File: src/rtl/fsm_amplitude_multi.sv
// Multi-channel amplitude extractor for the stabilizer-state emulator.
// Each enabled channel scans NUM_QUBIT literals as the row rotates past
// position 0. It counts Y literals plus the phase sign as a power of i,
// then reports the amplitude i^k per channel together with a cross-channel sum.
module fsm_amplitude_multi #(
   parameter int NUM_QUBIT = 4,
   parameter int NUM_CH    = 2,
   parameter int AMP_WIDTH = 32
) (
   input  logic                        clk,
   input  logic                        rst_new,
   input  logic                        determine_amplitude,
   input  logic [NUM_CH-1:0]           ch_en,
   input  logic [1:0]                  lit0 [0:NUM_CH-1],
   input  logic [NUM_CH-1:0]           phase,
   input  logic [NUM_CH-1:0]           match_index,
   output logic                        busy,
   output logic                        done_amplitude,
   output logic [NUM_CH-1:0]           ld_rotate_left,
   output logic [1:0]                  amp_exp [0:NUM_CH-1],
   output logic signed [AMP_WIDTH-1:0] amp_r [0:NUM_CH-1],
   output logic signed [AMP_WIDTH-1:0] amp_i [0:NUM_CH-1],
   output logic signed [AMP_WIDTH-1:0] amp_sum_r,
   output logic signed [AMP_WIDTH-1:0] amp_sum_i
);

   // The counter only has to hold NUM_QUBIT-1; keep it at least one bit wide.
   localparam int CW = (NUM_QUBIT > 1) ? $clog2(NUM_QUBIT) : 1;

   localparam logic signed [AMP_WIDTH-1:0] AMP_ONE = AMP_WIDTH'(1);
   localparam logic signed [AMP_WIDTH-1:0] AMP_NEG = '1;

   typedef enum logic [1:0] {
      S_IDLE  = 2'd0,
      S_SCAN  = 2'd1,
      S_FINAL = 2'd2
   } state_t;

   state_t                       r_state;
   logic [CW-1:0]                r_cnt;
   logic                         r_busy;
   logic                         r_done;
   logic [NUM_CH-1:0]            r_ch_en;
   logic [1:0]                   r_k       [0:NUM_CH-1];
   logic [1:0]                   r_amp_exp [0:NUM_CH-1];
   logic signed [AMP_WIDTH-1:0]  r_amp_r   [0:NUM_CH-1];
   logic signed [AMP_WIDTH-1:0]  r_amp_i   [0:NUM_CH-1];
   logic signed [AMP_WIDTH-1:0]  r_sum_r;
   logic signed [AMP_WIDTH-1:0]  r_sum_i;

   logic [NUM_CH-1:0]            w_is_y;
   logic [NUM_CH-1:0]            w_ch_en_eff;
   logic                         w_rot_phase;
   logic [1:0]                   w_exp     [0:NUM_CH-1];
   logic signed [AMP_WIDTH-1:0]  w_amp_r   [0:NUM_CH-1];
   logic signed [AMP_WIDTH-1:0]  w_amp_i   [0:NUM_CH-1];
   logic signed [AMP_WIDTH-1:0]  w_sum_r;
   logic signed [AMP_WIDTH-1:0]  w_sum_i;

   // Per-channel Y detection and output wiring.
   for (genvar gi = 0; gi < NUM_CH; gi++) begin : g_ch
      assign w_is_y[gi]  = (lit0[gi] == 2'd3);
      assign amp_exp[gi] = r_amp_exp[gi];
      assign amp_r[gi]   = r_amp_r[gi];
      assign amp_i[gi]   = r_amp_i[gi];
   end

   assign busy           = r_busy;
   assign done_amplitude = r_done;
   assign amp_sum_r      = r_sum_r;
   assign amp_sum_i      = r_sum_i;

   // Rotate pulses follow the live mask on the start cycle and the latched mask
   // afterwards, so a row is rotated exactly NUM_QUBIT times and ends aligned.
   assign w_ch_en_eff    = (r_state == S_IDLE) ? ch_en : r_ch_en;
   assign w_rot_phase    = ((r_state == S_IDLE) && determine_amplitude) || (r_state == S_SCAN);
   assign ld_rotate_left = rst_new ? (w_ch_en_eff & {NUM_CH{w_rot_phase}}) : '0;

   // Map each exponent to its complex amplitude and form the cross-channel sum.
   always_comb begin
      w_sum_r = '0;
      w_sum_i = '0;
      for (int c = 0; c < NUM_CH; c++) begin
         w_exp[c]   = 2'd0;
         w_amp_r[c] = '0;
         w_amp_i[c] = '0;
         if (r_ch_en[c] && match_index[c]) begin
            w_exp[c] = r_k[c];
            case (r_k[c])
               2'd0:    w_amp_r[c] = AMP_ONE;
               2'd1:    w_amp_i[c] = AMP_ONE;
               2'd2:    w_amp_r[c] = AMP_NEG;
               default: w_amp_i[c] = AMP_NEG;
            endcase
         end
         w_sum_r = w_sum_r + w_amp_r[c];
         w_sum_i = w_sum_i + w_amp_i[c];
      end
   end

   // Control FSM with registered results; the reset state encodes amplitude 1.
   always_ff @(posedge clk) begin
      if (!rst_new) begin
         r_state <= S_IDLE;
         r_cnt   <= '0;
         r_busy  <= 1'b0;
         r_done  <= 1'b0;
         r_ch_en <= '0;
         for (int c = 0; c < NUM_CH; c++) begin
            r_k[c]       <= 2'd0;
            r_amp_exp[c] <= 2'd0;
            r_amp_r[c]   <= (c == 0) ? AMP_ONE : '0;
            r_amp_i[c]   <= '0;
         end
         r_sum_r <= AMP_ONE;
         r_sum_i <= '0;
      end else begin
         r_done <= 1'b0;
         case (r_state)
            S_IDLE: begin
               if (determine_amplitude) begin
                  r_ch_en <= ch_en;
                  for (int c = 0; c < NUM_CH; c++) begin
                     // 2*phase + Y never carries out of two bits.
                     r_k[c] <= {phase[c], w_is_y[c]};
                  end
                  r_cnt   <= CW'(NUM_QUBIT - 1);
                  r_busy  <= 1'b1;
                  r_state <= (NUM_QUBIT == 1) ? S_FINAL : S_SCAN;
               end
            end
            S_SCAN: begin
               for (int c = 0; c < NUM_CH; c++) begin
                  r_k[c] <= r_k[c] + {1'b0, w_is_y[c]};
               end
               r_cnt <= r_cnt - CW'(1);
               if (r_cnt == CW'(1)) begin
                  r_state <= S_FINAL;
               end
            end
            S_FINAL: begin
               for (int c = 0; c < NUM_CH; c++) begin
                  r_amp_exp[c] <= w_exp[c];
                  r_amp_r[c]   <= w_amp_r[c];
                  r_amp_i[c]   <= w_amp_i[c];
               end
               r_sum_r <= w_sum_r;
               r_sum_i <= w_sum_i;
               r_busy  <= 1'b0;
               r_done  <= 1'b1;
               r_state <= S_IDLE;
            end
            default: begin
               r_state <= S_IDLE;
               r_busy  <= 1'b0;
            end
         endcase
      end
   end

endmodule

File: config.mk
export PLATFORM = sky130hd
export DESIGN_NAME = fsm_amplitude_multi
export DESIGN_NICKNAME = d
export VERILOG_FILES = /design/src/rtl/fsm_amplitude_multi.sv
export SDC_FILE = /design/constraint.sdc
export NUM_CORES = 1
export LEC_CHECK = 0
export ABC_AREA = 1
export BUFFER_PORTS_ARGS = -buffer_cell sky130_fd_sc_hd__buf_4
export CAP_MARGIN = 20
export CELL_PAD_IN_SITES_DETAIL_PLACEMENT = 0
export CELL_PAD_IN_SITES_GLOBAL_PLACEMENT = 1
export CORE_AREA = 5 5 121 94
export DETAILED_ROUTE_END_ITERATION = 8
export DIE_AREA = 0 0 126 99
export PLACE_DENSITY_LB_ADDON = 0.1
export SYNTH_ARGS = -nofsm -noshare
export SYNTH_HDL_FRONTEND = slang
export SYNTH_SLANG_ARGS = --single-unit
File: constraint.sdc
create_clock -name clk -period 5.2 [get_ports clk]
set_clock_uncertainty 0.15 [all_clocks]
set_input_delay 0.52 -clock clk [delete_from_list [all_inputs] [get_ports clk]]
set_output_delay 0.52 -clock clk [all_outputs]
set_load 0.1 [all_outputs]
==> impl_metrics.env <==
export IMPL_synth_top_area_share_pct=46.15
export IMPL_place_area_mm2=0.003284
export IMPL_drt_iter0_markers=54
export IMPL_drv_slew=0
export IMPL_cts_tree="built"
export IMPL_viasPerCell=3.658
export IMPL_post_cts_repair_setup_buffers=0
export IMPL_power_density_mw_per_mm2=318.6
export IMPL_grt_pass1_vias=1698
export IMPL_min_period_over_period_pct=44.65
export IMPL_cts_resized=0
export IMPL_end_kind="output port"
export IMPL_slowest_stage="dfxtp_1"
export IMPL_rsz0062_at_grt="false"
export IMPL_die_area_mm2=0.01247
export IMPL_areaGrowthSynthToFinish_pct=20.18
export IMPL_path_clk_slew_ns=0.06
export IMPL_final_nets=404
export IMPL_crit_buf_inv=1
export IMPL_holdCritPathClass="input pin to flop"
export IMPL_io_pins=213
export IMPL_cts_max_level=2
export IMPL_layout_drive_gt1_share_pct=58.38
export IMPL_numPortBuffers=212
export IMPL_die_w_um=126
export IMPL_syn_num_nets=362
export IMPL_cts_buffers=5
export IMPL_tightestPinTransition_ns=0.9388
export IMPL_hold_buffers=0
export IMPL_path_delay_family="flip-flops"
export IMPL_syn_area_per_cell_um2=8.397
export IMPL_path_depth=1
export IMPL_start_kind="flop"
export IMPL_dp_hpwl_um=5451
export IMPL_fmax_mhz=430.7
export IMPL_grt_max_degree=32
export IMPL_cts_max_path_buffers=2
export IMPL_ant_nets=0
export IMPL_cp_max_fo=31
export IMPL_via_count=1895
export IMPL_wl_per_cell_um=12.94
export IMPL_drc=0
export IMPL_hold_depth=3
export IMPL_yosysSeqAreaShare_pct=29.54
export IMPL_period_needed_ns=2.322
export IMPL_cpPeakStageDelay_ns=0.93
export IMPL_grt_pass1_wl_um=9887
export IMPL_ys_warnings_count=0
export IMPL_drt_pass1_iterations=5
export IMPL_clkSinkCount=34
export IMPL_n_antenna_cell=0
export IMPL_synth_area_mm2=0.002846
export IMPL_clock_tree_root_cell="clkbuf_16"
export IMPL_start_util_pct=28.21
export IMPL_ys_ff_latch=34
export IMPL_yosysTopAreaCell="buf_4"
export IMPL_hold_slack_ns=0.2965
export IMPL_tns_ns=0
export IMPL_setup_viol=0
export IMPL_wirelength_um=6704
export IMPL_gp_congestion=0.7308
export IMPL_rows=32
export IMPL_cp_required_ns=4.53
export IMPL_crit_chain="buf_4"
export IMPL_die_y_um=99
export IMPL_design_area_mm2=0.003421
export IMPL_outcome="complete, no violations"
export IMPL_drv_cap=0
export IMPL_antenna_found_initial=0
export IMPL_peakVddDrop_uv=110.5
export IMPL_insertion_delay_ns=0.27
export IMPL_hold_viol=0
export IMPL_leakagePower_uw=0.001852
export IMPL_final_cell_mix="buf_4, nand2_1, nand3_1, dfxtp_1, edfxtp_1"
export IMPL_rr_worst_depth=7
export IMPL_synth_area_leaders="buf_4, edfxtp_1, dfxtp_1"
export IMPL_final_core_util_pct=33.90
export IMPL_grt_use_total_pct=9.807
export IMPL_slew_headroom_pct=37.33
export IMPL_arrival_ns=1.65
export IMPL_synthCells=339
export IMPL_coreArea_mm2=0.01009
export IMPL_layout_commonest_cell="buf_4"
export IMPL_gr_total_overflow=0
export IMPL_ys_types=19
export IMPL_worstSetupPathType="flop to output port"
-- worst paths after layout --
check,start,end,slack (ns)
min,ch_en[1],r_ch_en[1],0.30
max reg2reg,r_k[0][0],amp_sum_i[19],3.01
max,amp_sum_r[24],amp_sum_r[23],2.88
min reg2reg,r_cnt[0],r_cnt[0],0.32
-- metal layers --
metal | global-route usage (%) | vias to the layer above | wire length [um]
met5 | 0 | - | 0
met2 | 15.04 | 108 | 3028
met3 | 4.334 | 5 | 794
met4 | 2.226 | 0 | 40
met1 | 12.77 | 815 | 2841
li1 | - | 967 | -
-- kinds of logic after synthesis --
family	Yosys count	share of synthesized area [%]
AOI/OAI and AO/OA	10	1.758
xor gates and xnor gates	2	0.6155
adders and majority gates	10	5.714
buffers and inverters	194	48.75
DFF	34	29.54
and+or+nand+nor	89	13.63
-- layout make-up --
type                            count  area, um^2
Tap cell                          136       170.2
Timing Repair Buffer              212        1592
Clock buffer                        8       136.4
Inverter                           17       63.81
Sequential cell                    34       840.8
Multi-Input combinational cell    111       618.1
Fill cell                        1081        6669
-- where the power goes --
group / switching [uW] / internal, uW / leakage, uW / total (uW)
clock: 105 / 178 / 0.0000652 / 283
combinational: 409 / 78.5 / 0.00147 / 488
sequential: 22.6 / 296 / 0.000312 / 319
-- sequential cells by signal (all words and copies together) (netlist names) --
name,flops
r_state,2
r_cnt,2
done_amplitude,1
r_amp_r,4
r_k,4
r_ch_en,2
r_amp_i,4
amp_sum_i,7
r_amp_exp,4
amp_sum_r,3
busy,1
-- synthesized netlist by cell type --
cell / count
edfxtp_1: 16
buf_4: 175
nand3_1: 18
o21ai_0: 9
dfxtp_1: 18
inv_1: 15
xor2_1: 2
fa_1: 5
nand2_2: 1
buf_2: 2
nand3_4: 1
nor3_1: 5
nor2_1: 15
nand3b_1: 1
ha_1: 5
nand2_1: 46
inv_2: 2
nor2_2: 2
a21oi_1: 1
-- stage by stage --
stage / std cells / total power [uW] / setup slack [ns]
floorplan: 339 / 775.9 / 2.653
finish: 518 / 1090 / 2.878
global route: 518 / 1134 / 2.716
CTS: 518 / 1098 / 2.844
detailed placement: 510 / 815.2 / 2.849
global placement: 510 / 815.9 / 2.863
No activity file was read; power rests on OpenSTA's default activity.
